===== src/rtl/mul_share_arbiter_if.sv =====
// Bundle of the requester-facing signals of the shared multiplier.
// master: the requesting controllers; slave: the arbiter/multiplier.
interface mul_share_arbiter_if #(
    parameter int N_REQ = 4,
    parameter int WIDTH = 16
);
    logic [N_REQ-1:0]       req;
    logic [N_REQ-1:0]       op;
    logic [N_REQ*WIDTH-1:0] a_in;
    logic [N_REQ*WIDTH-1:0] b_in;
    logic                   quiesce;
    logic [N_REQ-1:0]       gnt;
    logic [N_REQ-1:0]       rsp_valid;
    logic [2*WIDTH-1:0]     rsp_data;
    logic                   busy;
    logic                   idle;

    modport master (
        output req, op, a_in, b_in, quiesce,
        input  gnt, rsp_valid, rsp_data, busy, idle
    );

    modport slave (
        input  req, op, a_in, b_in, quiesce,
        output gnt, rsp_valid, rsp_data, busy, idle
    );
endinterface


===== src/rtl/mul_share_arbiter.sv =====
// Round-robin arbiter in front of one shared pipelined multiplier.
// One grant per cycle; product returns tagged (one-hot) after LAT cycles.
//
// state   | meaning
// S_RUN   | granting requests round-robin from rr_ptr
// S_DRAIN | no grants, waiting for in-flight products to retire
// S_HALT  | no grants, pipeline empty, idle asserted
module mul_share_arbiter #(
    parameter int N_REQ = 4,
    parameter int WIDTH = 16,
    parameter int LAT   = 3
) (
    input  logic                    clk,
    input  logic                    rst_n,
    mul_share_arbiter_if.slave      bus
);
    localparam int PTR_W = $clog2(N_REQ);
    localparam int PW    = 2 * WIDTH;

    typedef enum logic [1:0] {S_RUN, S_DRAIN, S_HALT} state_t;

    state_t             state, state_next;
    logic [PTR_W-1:0]   rr_ptr;
    logic [PTR_W-1:0]   gnt_idx;
    logic [PTR_W-1:0]   cand;
    logic               gnt_any;
    logic [N_REQ-1:0]   gnt_c;
    logic               tail_any;
    logic [PW-1:0]      a_ext, b_ext, prod_c;
    logic               busy_q, idle_q;

    // Stage k holds the one-hot requester tag and product; stage LAT is the
    // response register itself.
    logic [N_REQ-1:0]   st_oh   [1:LAT];
    logic [PW-1:0]      st_prod [1:LAT];

    // Any valid op in stages that will still be in the pipe after this edge.
    always_comb begin
        tail_any = 1'b0;
        for (int k = 1; k < LAT; k++) begin
            tail_any = tail_any | (|st_oh[k]);
        end
    end

    // Next-state, round-robin search and grant generation.
    always_comb begin
        state_next = state;
        gnt_any    = 1'b0;
        gnt_idx    = '0;
        cand       = '0;
        gnt_c      = '0;
        case (state)
            S_RUN: begin
                if (bus.quiesce) begin
                    state_next = S_DRAIN;
                end else begin
                    for (int k = 0; k < N_REQ; k++) begin
                        cand = PTR_W'((int'(rr_ptr) + k) % N_REQ);
                        if (!gnt_any && bus.req[cand]) begin
                            gnt_any = 1'b1;
                            gnt_idx = cand;
                        end
                    end
                end
            end
            S_DRAIN: begin
                if (!bus.quiesce) begin
                    state_next = S_RUN;
                end else if (!tail_any) begin
                    state_next = S_HALT;
                end
            end
            S_HALT: begin
                if (!bus.quiesce) begin
                    state_next = S_RUN;
                end
            end
            default: state_next = S_RUN;
        endcase
        // Requests are ignored while reset is held.
        if (!rst_n) begin
            gnt_any = 1'b0;
        end
        if (gnt_any) begin
            gnt_c = N_REQ'(1) << gnt_idx;
        end
    end

    // Operand select and multiply; modulo 2^PW product is exact for signed
    // operands because sign-extended inputs cannot overflow 2*WIDTH bits.
    always_comb begin
        a_ext = '0;
        b_ext = '0;
        if (bus.op[gnt_idx]) begin
            a_ext = {{WIDTH{bus.a_in[int'(gnt_idx)*WIDTH + WIDTH-1]}},
                     bus.a_in[int'(gnt_idx)*WIDTH +: WIDTH]};
            b_ext = {{WIDTH{bus.b_in[int'(gnt_idx)*WIDTH + WIDTH-1]}},
                     bus.b_in[int'(gnt_idx)*WIDTH +: WIDTH]};
        end else begin
            a_ext = {{WIDTH{1'b0}}, bus.a_in[int'(gnt_idx)*WIDTH +: WIDTH]};
            b_ext = {{WIDTH{1'b0}}, bus.b_in[int'(gnt_idx)*WIDTH +: WIDTH]};
        end
        prod_c = a_ext * b_ext;
    end

    // State, round-robin pointer and status registers.
    always_ff @(posedge clk or negedge rst_n) begin
        if (!rst_n) begin
            state  <= S_RUN;
            rr_ptr <= '0;
            busy_q <= 1'b0;
            idle_q <= 1'b0;
        end else begin
            state  <= state_next;
            busy_q <= gnt_any | tail_any;
            idle_q <= (state_next == S_HALT);
            if (gnt_any) begin
                rr_ptr <= (gnt_idx == PTR_W'(N_REQ-1)) ? '0 : gnt_idx + 1'b1;
            end
        end
    end

    // Multiplier pipeline; data only moves with a valid tag so the
    // response data holds its last value across bubbles.
    always_ff @(posedge clk or negedge rst_n) begin
        if (!rst_n) begin
            for (int k = 1; k <= LAT; k++) begin
                st_oh[k]   <= '0;
                st_prod[k] <= '0;
            end
        end else begin
            st_oh[1] <= gnt_c;
            if (gnt_any) begin
                st_prod[1] <= prod_c;
            end
            for (int k = 2; k <= LAT; k++) begin
                st_oh[k] <= st_oh[k-1];
                if (|st_oh[k-1]) begin
                    st_prod[k] <= st_prod[k-1];
                end
            end
        end
    end

    assign bus.gnt       = gnt_c;
    assign bus.rsp_valid = st_oh[LAT];
    assign bus.rsp_data  = st_prod[LAT];
    assign bus.busy      = busy_q;
    assign bus.idle      = idle_q;

endmodule


===== src/flat_wrapper.sv =====
// flat-port wrapper written by rule: the top's interface ports become plain ports
module mul_share_arbiter_flat 
#(
    parameter int N_REQ = 4,
    parameter int WIDTH = 16,
    parameter int LAT   = 3
)
  (clk, rst_n, bus_req, bus_op, bus_a_in, bus_b_in, bus_quiesce, bus_gnt, bus_rsp_valid, bus_rsp_data, bus_busy, bus_idle);
  mul_share_arbiter_if #(.N_REQ(N_REQ), .WIDTH(WIDTH)) bus_i ();
  input  logic clk;
  input  logic rst_n;
  input wire logic [$bits(bus_i.req)-1:0] bus_req;
  input wire logic [$bits(bus_i.op)-1:0] bus_op;
  input wire logic [$bits(bus_i.a_in)-1:0] bus_a_in;
  input wire logic [$bits(bus_i.b_in)-1:0] bus_b_in;
  input wire logic [$bits(bus_i.quiesce)-1:0] bus_quiesce;
  output wire logic [$bits(bus_i.gnt)-1:0] bus_gnt;
  output wire logic [$bits(bus_i.rsp_valid)-1:0] bus_rsp_valid;
  output wire logic [$bits(bus_i.rsp_data)-1:0] bus_rsp_data;
  output wire logic [$bits(bus_i.busy)-1:0] bus_busy;
  output wire logic [$bits(bus_i.idle)-1:0] bus_idle;
  assign bus_i.req = bus_req;
  assign bus_i.op = bus_op;
  assign bus_i.a_in = bus_a_in;
  assign bus_i.b_in = bus_b_in;
  assign bus_i.quiesce = bus_quiesce;
  assign bus_gnt = bus_i.gnt;
  assign bus_rsp_valid = bus_i.rsp_valid;
  assign bus_rsp_data = bus_i.rsp_data;
  assign bus_busy = bus_i.busy;
  assign bus_idle = bus_i.idle;
  mul_share_arbiter #(.N_REQ(N_REQ), .WIDTH(WIDTH), .LAT(LAT)) u_core (.clk(clk), .rst_n(rst_n), .bus(bus_i));
endmodule

===== config.mk =====
export PLATFORM = sky130hd
export DESIGN_NAME = mul_share_arbiter_flat
export DESIGN_NICKNAME = d
export VERILOG_FILES = /design/src/rtl/mul_share_arbiter_if.sv /design/src/rtl/mul_share_arbiter.sv /design/src/flat_wrapper.sv
export SDC_FILE = /design/constraint.sdc
export NUM_CORES = 1
export LEC_CHECK = 0
export ABC_AREA = 0
export ABC_CLOCK_PERIOD_IN_PS = 11300
export BUFFER_PORTS_ARGS = -buffer_cell sky130_fd_sc_hd__buf_2
export CORE_MARGIN = 10
export CORE_UTILIZATION = 62
export CTS_CLUSTER_DIAMETER = 80
export DETAILED_ROUTE_END_ITERATION = 6
export HOLD_SLACK_MARGIN = 0.02
export PLACE_DENSITY_LB_ADDON = 0.08
export SYNTH_ARGS = -nofsm -noshare
export SYNTH_HDL_FRONTEND = slang
export SYNTH_SLANG_ARGS = --single-unit

===== constraint.sdc =====
create_clock -name clk -period 11.3 [get_ports clk]
set_input_delay 1.695 -clock clk [delete_from_list [all_inputs] [get_ports clk]]
set_output_delay 1.695 -clock clk [all_outputs]
set_load 0.005 [all_outputs]

# Word-level counts from Yosys, hierarchy flattened
# Index checks and enable logic that the tools add are counted.
# Widths: inputs -> output; s select.
[op_classes]
addsub = 6
n_mul = 1
n_div = 0
order_cmp = 6
n_eq_ne = 4
shifts = 3
n_mux = 44
n_bitwise = 2
n_reduce_logical = 9
[op_table]
columns = ["op", "n"]
rows = [
  ["$shiftx 64x7->16", 2],
  ["$mux 32", 2],
  ["$lt 32x8->1 const B", 1],
  ["$mul 32x32->32", 1],
  ["$sub 32x2->32 const B", 1],
  ["$mux 1", 22],
  ["$mux 2", 11],
  ["$lt 2x3->1 const B", 5],
  ["$bmux 1 s6", 2],
  ["$bmux 1 s2", 5],
  ["$reduce_or 4->1", 2],
  ["$add 6x5->7 const B", 1],
  ["$eq 2x2->1 const B", 3],
  ["$pmux 2 s3", 1],
  ["$add 2x1->2 const B", 2],
  ["$add 2x2->2 const B", 2],
  ["$mux 4", 1],
  ["$shl 1x2->4 const A", 1],
  ["$logic_and 1x1->1", 3],
  ["$logic_not 1->1", 3],
  ["$eq 2x1->1 const B", 1],
  ["$logic_not 2->1", 1],
  ["$or 1x1->1", 2],
]
[word_totals]
register_bits = 114
latch_bits = 0
mem_bits_rw = 0
romBits = 0
inputBits = 139
out_inout_bits = 42
wordCells = 85
mem_count = 0

# Logic depth before layout (Yosys ltp)
# Gate-level depths: netlist (run 1).
[depth]
word_depth = 27
mapped_depth = 40
mapped_depth_nobuf = 35

# Worst setup path after synthesis (run 1)
# OpenSTA, ideal clock, no wires.
[synth_path]
kind = "input -> register"
start = "input bus_req[0]"
end = "register u_core.st_prod[94] (netlist bit)"
setup_ns = 0.136
arrival_ns = 10.726
required_time_ns = 11.164
setup_slack_ns = 0.438
cell_stages = 36
path_buffers = 4
path_cell_list = "nand2b_1 -> a221oi_2 -> o211a_1 -> buf_1 -> clkbuf_1 -> clkbuf_1 -> ha_1 -> mux4_2 -> and2_1 -> clkbuf_1 -> nand2_1 -> inv_1 -> fa_1 -> fa_1 -> fa_1 -> inv_1 -> fa_1 -> inv_1 -> fa_1 -> inv_1 -> fa_1 -> inv_1 -> fa_1 -> fa_1 -> ha_1 -> a21o_1 -> a21oi_1 -> o21bai_1 -> a21o_1 -> a21oi_1 -> o21ai_0 -> a41o_1 -> or4_1 -> a41o_1 -> xnor2_1 -> o21ai_0"
[synth_between]
elab_chain_cells = 27
word_cells_on_any_way = 48
cone_classes = "add/sub (2); mul (1); shift (2); mux (37); reduce/logical (6)"
[synth_lines]
columns = ["element", "line_no", "rtl"]
rows = [
  ["start, declared", "flat_wrapper.sv:12", "input wire logic [$bits(bus_i.req)-1:0] bus_req;"],
  ["$bmux 1 s2", "mul_share_arbiter.sv:59", "if (!gnt_any && bus.req[cand]) begin"],
  ["$mux 1 (implied by the code)", "mul_share_arbiter.sv:59", ""],
  ["$mux 1", "mul_share_arbiter.sv:59", ""],
  ["$mux 1", "mul_share_arbiter.sv:54", "if (bus.quiesce) begin"],
  ["$mux 1", "mul_share_arbiter.sv:52", "case (state)"],
  ["$logic_not 1->1", "mul_share_arbiter.sv:59", ""],
  ["$logic_and 1x1->1", "mul_share_arbiter.sv:59", ""],
  ["$mux 1", "mul_share_arbiter.sv:59", ""],
  ["(+10 left out)", "n/a", ""],
  ["$mux 2", "mul_share_arbiter.sv:54", ""],
  ["$mux 2", "mul_share_arbiter.sv:52", ""],
  ["$add 6x5->7", "mul_share_arbiter.sv:95, mul_share_arbiter.sv:97", ""],
  ["$sub 32x2->32", "mul_share_arbiter.sv:95, mul_share_arbiter.sv:97", ""],
  ["$bmux 1 s6 (on tied branches)", "mul_share_arbiter.sv:95, mul_share_arbiter.sv:97", ""],
  ["$mux 1 (on tied branches) (2 in a row)", "mul_share_arbiter.sv:95, mul_share_arbiter.sv:97", ""],
  ["$mux 32", "mul_share_arbiter.sv:94", "if (bus.op[gnt_idx]) begin"],
  ["$mul 32x32->32", "mul_share_arbiter.sv:103", "prod_c = a_ext * b_ext;"],
  ["end signal, assigned by index", "mul_share_arbiter.sv:139", "st_prod[k] <= st_prod[k-1];"],
  ["end, declared", "mul_share_arbiter.sv:35", "logic [PW-1:0] st_prod [1:LAT];"],
]
# Several ways; a longest one is shown, not always the timed one. The select of a mux whose other input is x is not followed.
# A chain may end at the register's enable or synchronous reset.

# Worst setup path in the final report (run 1)
[layout_path]
start = "input bus_quiesce"
end = "register u_core.st_prod[94] (netlist bit)"
[layout_between]
elab_chain_cells = 9
word_cells_on_any_way = 20
cone_classes = "add/sub (2); mul (1); shift (2); mux (15)"
[layout_lines]
columns = ["element", "line_no", "rtl"]
rows = [
  ["start, declared", "flat_wrapper.sv:16", "input wire logic [$bits(bus_i.quiesce)-1:0] bus_quiesce;"],
  ["$mux 2", "mul_share_arbiter.sv:54", ""],
  ["$mux 2", "mul_share_arbiter.sv:52", ""],
  ["$add 6x5->7", "mul_share_arbiter.sv:95, mul_share_arbiter.sv:97", ""],
  ["$sub 32x2->32", "mul_share_arbiter.sv:95, mul_share_arbiter.sv:97", ""],
  ["$bmux 1 s6 (on tied branches)", "mul_share_arbiter.sv:95, mul_share_arbiter.sv:97", ""],
  ["$mux 1 (on tied branches) (2 in a row)", "mul_share_arbiter.sv:95, mul_share_arbiter.sv:97", ""],
  ["$mux 32", "mul_share_arbiter.sv:94", ""],
  ["$mul 32x32->32", "mul_share_arbiter.sv:103", ""],
]
# Several ways; a longest one is shown, not always the timed one. The select of a mux whose other input is x is not followed.

==> metrics.md, run 1 <==
| Metric | Value |
|---|---|
| Routed Antenna Nets | 0 |
| RSZ-0062 raised after global routing | false |
| Mean post-synth cell area | ~9.3 µm² |
| I/O pin total | between 150 and 200 |
| Tot GR Track Use | 30.4% |
| Inserted Clock Buffers | 17 |
| Clk buf depth | 2 |
| Core area | 0.0289 mm² |
| Worst Setup End Kind | register |
| Pin count of the biggest net entering global routing | 74 |
| Required @ worst endpoint | 11590 ps |
| Starting density of the core | 63.1% |
| Via Count | 13800 |
| Period utilisation layout | 93.1% |
| Share of the synthesized area in the top cell type | 36.9% |
| Clock Latency Late Sink | 440 ps |
| Diode count | 0 |
| Synth Instances | roughly 2000 |
| Dpl hpwl | 43100 µm |
| First-pass GRT wire length | between 80000 and 90000 µm |
| Drt pass-1 iters | 6 |
| Via/cell ratio | 5.54 |
| Clk pin slew, worst setup/hold paths | 70 ps |
| Hold Path Origin | u_core.st_oh[11] |
| Leading area contributor after synthesis | fa_1 |
| Setup slack at placement | 381 ps |
| Min setup slack post-route | slightly below 800 ps |
| CP Data Arrival Time | ~11000 ps |
| Synth Warn # | 0 |
| Hold WS | just under 400 ps |
| Layout area overhead | 9.94% |
| Predominant post-synthesis flop cell | dfrtp_1 |
| Actual slew at the worst max-slew pin | a little under 900 ps |
| CTS tree | done |
| DRC Markers | 0 |
| Post-detailed-routing wire length | around 53000 µm |
| WHS Endpoint | u_core.st_oh[7] |
| Setup violations, final | 0 |
| Synth area leaders | fa_1 37%, dfrtp_1 16%, ha_1 9.0% |
| DIE AREA | 0.0366 mm² |
| Post-synthesis sequential area ratio | between 10% and 20% |
| WHS Path Cells | 0 |
| Max Slew Vio Count | 0 |
| Layout cells sized above 1 | 16.4% |
| Post-synth EDFFs | 0 |
| Register Area | 0.00285 mm² |
| CTS Sinks | roughly 110 |
| Critical Path Max Stage Delay | about 560 ps |
| Post-Syn Nets | 2561 |
| Clock skew | ~16 ps |
| Outcome | completed |
| Post-CTS setup buffers | 0 |
| Die Y | 191 µm |
| Placer Congestion | roughly 1 |
| CTS Root Cell | clkbuf_16 |
| Mapped Area | 0.0182 mm² |
| Distinct cells, synth | 62 |
| Max-slew headroom | 41.3% |
| Total global routing overflow | 0 |
| Register bit total from synthesis | about 110 |
| Worst R2R Path Depth | 32 |
| Reg2reg start | u_core.state[1] |
| Critical Path Start Type | input port |
| Initial DRC count | 990 |
| H-tree levels | 4 |
| Finished Core Util | a little over two thirds |
| Setup TNS | 0 ps |
| Worst min-delay path category | register to register |
| Multi-input combinational cell area | approximately 0.013 mm² |
| Post-CTS Resized | 0 |
| Initial antenna violation count | 0 |
| Ys async rst share | 100% |
| Fin crit period | 10520 ps |
| Maxcap violations | 0 |
| CP dominant cell by count | fa_1 |
| Die Wd | 191 µm |
| Total Nets Final | 2697 |
| Hold Vio Cnt, Final | 0 |
| Reg-to-Reg End | u_core.st_prod[94] |
| Port-buffer cells | 180 |
| Vias in the first global route | 15300 |
| Number of fill cells | 2340 |
| Flop-to-flop setup slack | 1750 ps |
| Row count | between 60 and 70 |
| Post-DR wirelength/cell | about 21 µm |
| Post-CTS Hold Buffers | 0 |
| Fmax | ~0.095 GHz |
| Slowest CP cell | fa_1 |
| CP Max Fanout | 25 |
| Crit Path Category | input port to register |
[worst max path at each step]
stage                     start  slack (ps)                 end  cells past startpoint
finish              bus_quiesce         780  u_core.st_prod[94]                     33
floorplan            bus_req[0]         440  u_core.st_prod[94]                     36
global route        bus_quiesce         220  u_core.st_prod[95]                     29
global placement    bus_quiesce         520  u_core.st_prod[94]                     33
CTS                 bus_quiesce         800  u_core.st_prod[94]                     33
detailed placement  bus_quiesce         380  u_core.st_prod[94]                     33
[metal layers]
| layer | global-route usage, % | vias to the layer above | routed length (µm) |
|---|---|---|---|
| met5 | 0 | - | 0 |
| met4 | 11.7 | 0 | 2020 |
| met3 | 4.92 | 106 | 3690 |
| met2 | 51.1 | 537 | 25800 |
| met1 | 38.7 | 6950 | 21100 |
| li1 | - | 6197 | - |
[cells in the mapped netlist (3+ instances only)]
cell type / count
mux4_2: 3
mux2i_1: 18
a21o_1: 13
ha_1: 131
a31oi_1: 5
o2111ai_1: 3
nor2b_1: 8
buf_4: 36
clkbuf_1: 61
a21oi_1: 33
nor2_1: 179
nor3_1: 5
o211a_1: 3
a211oi_1: 4
fa_1: 336
xor2_1: 21
xnor2_1: 44
o21bai_1: 5
and2_1: 25
o211ai_1: 3
o21a_1: 5
dfrtp_1: 114
nand2b_1: 12
o21ai_0: 40
inv_1: 368
mux2_2: 71
buf_1: 7
nand3_1: 53
and3_1: 7
nand2_1: 299
or2_2: 3
[sequential cells by signal, indices dropped and copies added, names as in the netlist]
signal / count
u_core.bus.busy: 1
u_core.bus.idle: 1
u_core.bus.rsp_data: 32
u_core.bus.rsp_valid: 4
u_core.rr_ptr: 2
u_core.st_oh: 8
u_core.st_prod: 64
u_core.state: 2
[logic make-up after synthesis]
group / share of synthesized area, %
xor+xnor: 3.21
fa+ha+maj: 45.9
compound gates: 4.76
simple gates: 14.0
flops: 15.7
mux: 5.75
buf+inv: 10.7
[metrics by stage]
stage | cells | area (µm²)
finish | 2488 | 20000
global route | 2488 | 20000
CTS | 2488 | 20000
detailed placement | 2456 | 19400
global placement | 2456 | 19400
floorplan | 1955 | 18200
[layout make-up]
cell class	count	area share, %
multi-input cells	1364	67.1
flip-flops and latches	114	14.2
inverters	370	6.95
repair buffers	224	6.28
well taps	384	2.40
clock buffers	18	2.14
clock inverters	14	0.899
[critical path, delay by kind of cell]
| family | cells | cell delay, ps |
|---|---|---|
| simple gates | 5 | 1770 |
| buf+inv | 7 | 710 |
| fa+ha+maj | 9 | 4290 |
| xor+xnor | 1 | 120 |
| mux | 1 | 410 |
| compound gates | 10 | 1770 |
[layout by cell type (no fill, tap or decap), drive strengths merged, types with 3 or more instances in the layout]
master,Yosys,final
ha,131,131
o211a,3,3
nor2,179,179
inv,369,372
buf,46,224
nand2,299,299
dfrtp,114,114
o21a,5,5
a21o,13,13
nand2b,12,12
o211ai,3,3
or2,3,3
clkinv,1,7
o2111ai,3,3
mux4,3,3
o21ai,42,42
and3,7,7
xor2,21,21
a31oi,7,7
xnor2,45,45
nor3,6,6
and2,25,25
a211oi,4,4
nand3,53,53
o21bai,5,5
nor2b,8,8
mux2i,18,18
bufinv,0,3
mux2,71,71
fa,336,336
clkbuf,61,18
a21oi,33,33
Power of run 1 is left out: the tool's default activity adds up to more than one toggle a clock period on the data nets, which glitch-free logic cannot reach.
==> run 2: changes to the inputs <==
--- a/config.mk
+++ b/config.mk
@@ -7,11 +7,11 @@
 export LEC_CHECK = 0
 export ABC_AREA = 0
 export ABC_CLOCK_PERIOD_IN_PS = 11300
-export BUFFER_PORTS_ARGS = -buffer_cell sky130_fd_sc_hd__buf_2
 export CORE_MARGIN = 10
-export CORE_UTILIZATION = 62
+export CORE_UTILIZATION = 66
 export CTS_CLUSTER_DIAMETER = 80
 export DETAILED_ROUTE_END_ITERATION = 6
+export DONT_BUFFER_PORTS = 1
 export HOLD_SLACK_MARGIN = 0.02
 export PLACE_DENSITY_LB_ADDON = 0.08
 export SYNTH_ARGS = -nofsm -noshare
==> metrics.md, run 2 (synthesized netlist as in run 1, its figures left out) <==
| Metric | Value |
|---|---|
| Tot GR Track Use | 30.1% (was 30.4%) |
| H-tree levels | 4 (unchanged) |
| Clk pin slew, worst setup/hold paths | 70 ps (about the same) |
| Setup violations, final | 0 (unchanged) |
| I/O pin total | 181 (unchanged) |
| CTS tree | done (unchanged) |
| Fin crit period | 10310 ps (was 10520 ps) |
| Maxcap violations | 0 (unchanged) |
| CP Max Fanout | 14 (was 25) |
| Routed Antenna Nets | 0 (unchanged) |
| Clock skew | 18.7 ps (was 16.3 ps) |
| Clock Latency Late Sink | 430 ps (was 440 ps) |
| Required @ worst endpoint | 11580 ps (was 11590 ps) |
| DRC Markers | 4 (was 0) |
| Register Area | 0.00285 mm² (unchanged) |
| First-pass GRT wire length | 78500 µm (was 85300 µm) |
| Post-DR wirelength/cell | 21.9 µm (was 21.1 µm) |
| Largest register FFs | 64 (unchanged) |
| Top reg by flops | u_core.st_prod (unchanged) |
| CTS Root Cell | clkbuf_16 (unchanged) |
| Max Slew Vio Count | 0 (unchanged) |
| Hold Vio Cnt, Final | 0 (unchanged) |
| Initial DRC count | 1004 (was 990) |
| Commonest non-fill, non-tap cell in the layout | inv_1 (unchanged) |
| Number of fill cells | 2108 (was 2340) |
| Drt pass-1 iters | 7 (was 6) |
| Flop-to-flop setup slack | 1790 ps (was 1750 ps) |
| Core area | 0.0270 mm² (was 0.0289 mm²) |
| Critical Path Max Stage Delay | 580 ps (was 560 ps) |
| Die Wd | 186 µm (was 191 µm) |
| Total Nets Final | 2506 (was 2697) |
| Clk buf depth | 2 (unchanged) |
| Fmax | 0.0970 GHz (was 0.0951 GHz) |
| Worst min-delay path category | register to register (unchanged) |
| Post-CTS Hold Buffers | 0 (unchanged) |
| Inserted Clock Buffers | 17 (unchanged) |
| Worst Setup End Kind | register (unchanged) |
| Layout area overhead | 4.24% (was 9.94%) |
| Initial antenna violation count | 0 (unchanged) |
| Port-buffer cells | 0 (was 180) |
| Layout cells sized above 1 | 8.10% (was 16.4%) |
| Multi-input combinational cell area | 0.0134 mm² (unchanged) |
| Total global routing overflow | 0 (unchanged) |
| Commonest non-fill, non-tap cells in the layout | 368 x inv_1, 336 x fa_1, 298 x nand2_1 (unchanged) |
| CTS Sinks | 114 (unchanged) |
| Crit Path Category | input port to register (unchanged) |
| Dpl hpwl | 41100 µm (was 43100 µm) |
| Die Y | 186 µm (was 191 µm) |
| Post-detailed-routing wire length | 49500 µm (was 52600 µm) |
| Vias in the first global route | 14300 (was 15300) |
| Critical Path Start Type | input port (unchanged) |
| Via/cell ratio | 5.80 (was 5.54) |
| Placer Congestion | 0.987 (was 0.985) |
| CP Data Arrival Time | 10590 ps (was 10800 ps) |
| Placed insts | 2222 (was 2456) |
| Row count | 60 (was 62) |
| Outcome | complete, but fails checks (was completed) |
| Starting density of the core | 67.4% (was 63.1%) |
| Pin count of the biggest net entering global routing | 120 (was 74) |
| CP dominant cell by count | fa_1 (unchanged) |
| Period utilisation layout | 91.2% (was 93.1%) |
| Actual slew at the worst max-slew pin | 809 ps (was 880 ps) |
| Layout Cells excl Fill | 2256 (was 2488) |
| Post-CTS setup buffers | 0 (unchanged) |
| Setup TNS | 0 ps (unchanged) |
| Failing checks | DRC |
| DIE AREA | 0.0347 mm² (was 0.0366 mm²) |
| Max-slew headroom | 45.9% (was 41.3%) |
| Slowest CP cell | fa_1 (unchanged) |
| RSZ-0062 raised after global routing | false (unchanged) |
| Post-CTS Resized | 0 (unchanged) |
| Via Count | 13100 (was 13800) |
## run 2: layout make-up
type	instances	share of cell area, %
Antenna cell	2	0.0263
Clock buffer	18	2.31
Clock inverter	14	1.01
Inverter	370	7.32
Multi-Input combinational cell	1364	70.8
Sequential cell	114	15.0
Tap cell	341	2.25
Timing Repair Buffer	33	1.30
## run 2: critical path, delay by kind of cell
family	cells	cell delay [ps]
and+or+nand+nor	3	710
buffers and inverters	6	900
xor gates and xnor gates	1	150
adders and majority gates	9	4340
AOI/OAI and AO/OA	13	2790
## run 2: routing by layer
layer | track usage (%) | vias to the layer above | part of all wire, %
met1 | 39.0 | 6567 | 42
met5 | 0 | - | 0
met3 | 9.02 | 87 | 9.9
li1 | - | 5827 | -
met2 | 48.1 | 602 | 46
met4 | 8.74 | 0 | 2.5
## run 2: worst paths after layout
path	cells past startpoint	end	start
setup / recovery	32	u_core.st_prod[94]	bus_req[0]
max in group asynchronous	0	u_core.st_prod[57]	rst_n
hold reg to reg	0	u_core.st_oh[5]	u_core.st_oh[9]
min in group asynchronous	0	u_core.bus.rsp_data[9]	rst_n
hold / removal	0	u_core.st_oh[5]	u_core.st_oh[9]
setup reg to reg	32	u_core.st_prod[94]	u_core.rr_ptr[0]
## run 2: stage by stage
step           instance area (µm²)  util, %  hold WS (ps)  setup WS [ps]
6_report                     19000     70.3           391            993
5_1_grt                      19000     70.3           401            496
4_1_cts                      19000     70.3           398           1070
3_5_place_dp                 18400     67.9           379            647
3_3_place_gp                 18400     67.9           379            855
2_1_floorplan                18200        -           354            438
Power of run 2 is left out for the same reason.
==> run 3: changes to the inputs <==
--- a/config.mk
+++ b/config.mk
@@ -6,9 +6,9 @@
 export NUM_CORES = 1
 export LEC_CHECK = 0
 export ABC_AREA = 0
-export ABC_CLOCK_PERIOD_IN_PS = 11300
+export ABC_CLOCK_PERIOD_IN_PS = 9300
 export CORE_MARGIN = 10
-export CORE_UTILIZATION = 66
+export CORE_UTILIZATION = 61
 export CTS_CLUSTER_DIAMETER = 80
 export DETAILED_ROUTE_END_ITERATION = 6
 export DONT_BUFFER_PORTS = 1
==> constraint.sdc (replaced) <==
create_clock -name clk -period 9.3 [get_ports clk]
set_input_delay 1.395 -clock clk [delete_from_list [all_inputs] [get_ports clk]]
set_output_delay 1.395 -clock clk [all_outputs]
set_load 0.005 [all_outputs]
==> metrics.md, run 3 (synthesized netlist as in run 1, its figures left out) <==
| Metric | Value |
|---|---|
| Fin crit period | 9030 ps |
| Starting density of the core | 61.6% (was 67.4%) |
| Clk pin slew, worst setup/hold paths | 70 ps (about the same) |
| Max Slew Vio Count | 0 (unchanged) |
| Tot GR Track Use | 30.4% (was 30.1%) |
| Setup TNS | 0 ps (unchanged) |
| DIE AREA | 0.0372 mm² (was 0.0347 mm²) |
| First-pass GRT wire length | 85400 µm (was 78500 µm) |
| Dpl hpwl | 45200 µm (was 41100 µm) |
| Max-slew headroom | 55.9% (was 45.9%) |
| Post-CTS Hold Buffers | 0 (unchanged) |
| Commonest non-fill, non-tap cells in the layout | 366 x inv_1, 330 x fa_1, 290 x nand2_1 (was 368 x inv_1, 336 x fa_1, 298 x nand2_1) |
| M1 WL | 21000 µm (was 20600 µm) |
| Vias in the first global route | 15600 (was 14300) |
| CTS Sinks | 114 (unchanged) |
| Setup violations, final | 0 (unchanged) |
| Period utilisation layout | 97.1% |
| Via Count | 13900 (was 13100) |
| Clk buf depth | 2 (unchanged) |
| Maxcap violations | 0 (unchanged) |
| Total Nets Final | 2740 (was 2506) |
| Required @ worst endpoint | 9590 ps (was 11580 ps) |
| Die Y | 193 µm (was 186 µm) |
| Crit Path Category | input port to register (unchanged) |
| Largest register FFs | 64 (unchanged) |
| Met2 wire len | 26700 µm (was 22700 µm) |
| Worst min-delay path category | register to register (unchanged) |
| Hold Vio Cnt, Final | 0 (unchanged) |
| CTS Root Cell | clkbuf_16 (unchanged) |
| Layout cells sized above 1 | 19.9% (was 8.10%) |
| Critical Path Max Stage Delay | 550 ps (was 580 ps) |
| WHS Path Cells | 0 (unchanged) |
| Inserted Clock Buffers | 17 (unchanged) |
| CTS tree | done (unchanged) |
| Post-DR wirelength/cell | 21.0 µm (was 21.9 µm) |
| Fmax | around 0.11 GHz |
| Port-buffer cells | 0 (unchanged) |
| Clock Latency Late Sink | 430 ps (about the same) |
| Number of fill cells | 2266 (was 2108) |
| Clock skew | 17.5 ps (was 18.7 ps) |
| Multi-input combinational cell area | 0.0136 mm² (was 0.0134 mm²) |
| Diode count | 0 (was 2) |
| Actual slew at the worst max-slew pin | 660 ps (was 809 ps) |
| Via/cell ratio | 5.49 (was 5.80) |
| Placer Congestion | 1.01 (was 0.987) |
| I/O pin total | 181 (unchanged) |
| Critical Path Start Type | input port (unchanged) |
| Drt pass-1 iters | 5 (was 7) |
| Total global routing overflow | 0 (unchanged) |
| Layout area overhead | 16.4% (was 4.24%) |
| Die Wd | 193 µm (was 186 µm) |
| Core area | 0.0296 mm² (was 0.0270 mm²) |
| DRC Markers | 0 (was 4) |
| Outcome | completed (was complete, but fails checks) |
| Routed Antenna Nets | 0 (unchanged) |
| Pin count of the biggest net entering global routing | 120 (unchanged) |
| Commonest non-fill, non-tap cell in the layout | inv_1 (unchanged) |
| Worst Setup End Kind | register (unchanged) |
| Slowest CP cell | fa_2 (was fa_1) |
| Top reg by flops | u_core.st_prod (unchanged) |
| CP Data Arrival Time | 9320 ps (was 10590 ps) |
| CP Max Fanout | 8 (was 14) |
| Top routing layer in use | met5 (was met4) |
| Post-detailed-routing wire length | 53200 µm (was 49500 µm) |
| Worst R2R Path Depth | 33 (was 32) |
| Register Area | 0.00285 mm² (unchanged) |
| Initial antenna violation count | 1 (was 0) |
| Row count | 63 (was 60) |
| Initial DRC count | 987 (was 1004) |
| H-tree levels | 4 (unchanged) |
| Met3 routed WL | 3300 µm (was 4910 µm) |
run 3: repair_timing:
action                                  in CTS  in global routing
endpoints found under the setup margin       0                  4
hold endpoints to repair                     0                  0
gates resized for setup                      0                 25
setup buffers                                0                  3
run 3: final cells by class:
cell class	count	share of cell area (%)
multi-input cells	1364	64.3
well taps	390	2.30
clock buffers	18	2.02
clock inverters	14	0.849
flip-flops and latches	114	13.4
repair buffers	267	10.5
inverters	370	6.57
run 3: metal layers:
layer	track usage, %	vias up
li1	-	6297
met5	0	-
met1	37.3	6995
met2	52.7	512
met4	11.7	2
met3	5.02	120
run 3: final timing paths:
kind / startpoint / endpoint / slack [ps]
setup / recovery: bus_req[0] / u_core.st_prod[94] / 270
hold / removal: u_core.st_oh[6] / u_core.bus.rsp_valid[2] / 390
setup reg to reg: u_core.rr_ptr[0] / u_core.st_prod[94] / 670
hold reg to reg: u_core.st_oh[6] / u_core.bus.rsp_valid[2] / 390
max in group asynchronous: rst_n / u_core.st_prod[91] / 8480
min in group asynchronous: rst_n / u_core.bus.rsp_valid[2] / 660
run 3: metrics by stage:
| step | instance area [µm²] | cells | utilization, % | worst slack [ps] | hold slack (ps) |
|---|---|---|---|---|---|
| global route | 21200 | 2537 | 71.8 | -19.4 | 404 |
| CTS | 21100 | 2534 | 71.4 | 187 | 392 |
| global placement | 20500 | 2502 | 69.3 | -120 | 379 |
| detailed placement | 20500 | 2502 | 69.3 | -240 | 379 |
| finish | 21200 | 2537 | 71.8 | 265 | 392 |
| floorplan | 18400 | 1955 | - | -286 | 354 |
run 3: worst max-delay path, delay by kind of cell:
kind	cells	cell delay, ps
AOI/OAI and AO/OA	11	1610
xor gates and xnor gates	1	130
adders and majority gates	10	4420
buffers and inverters	6	420
muxes	1	320
and+or+nand+nor	4	1040
Power of run 3 is left out for the same reason.
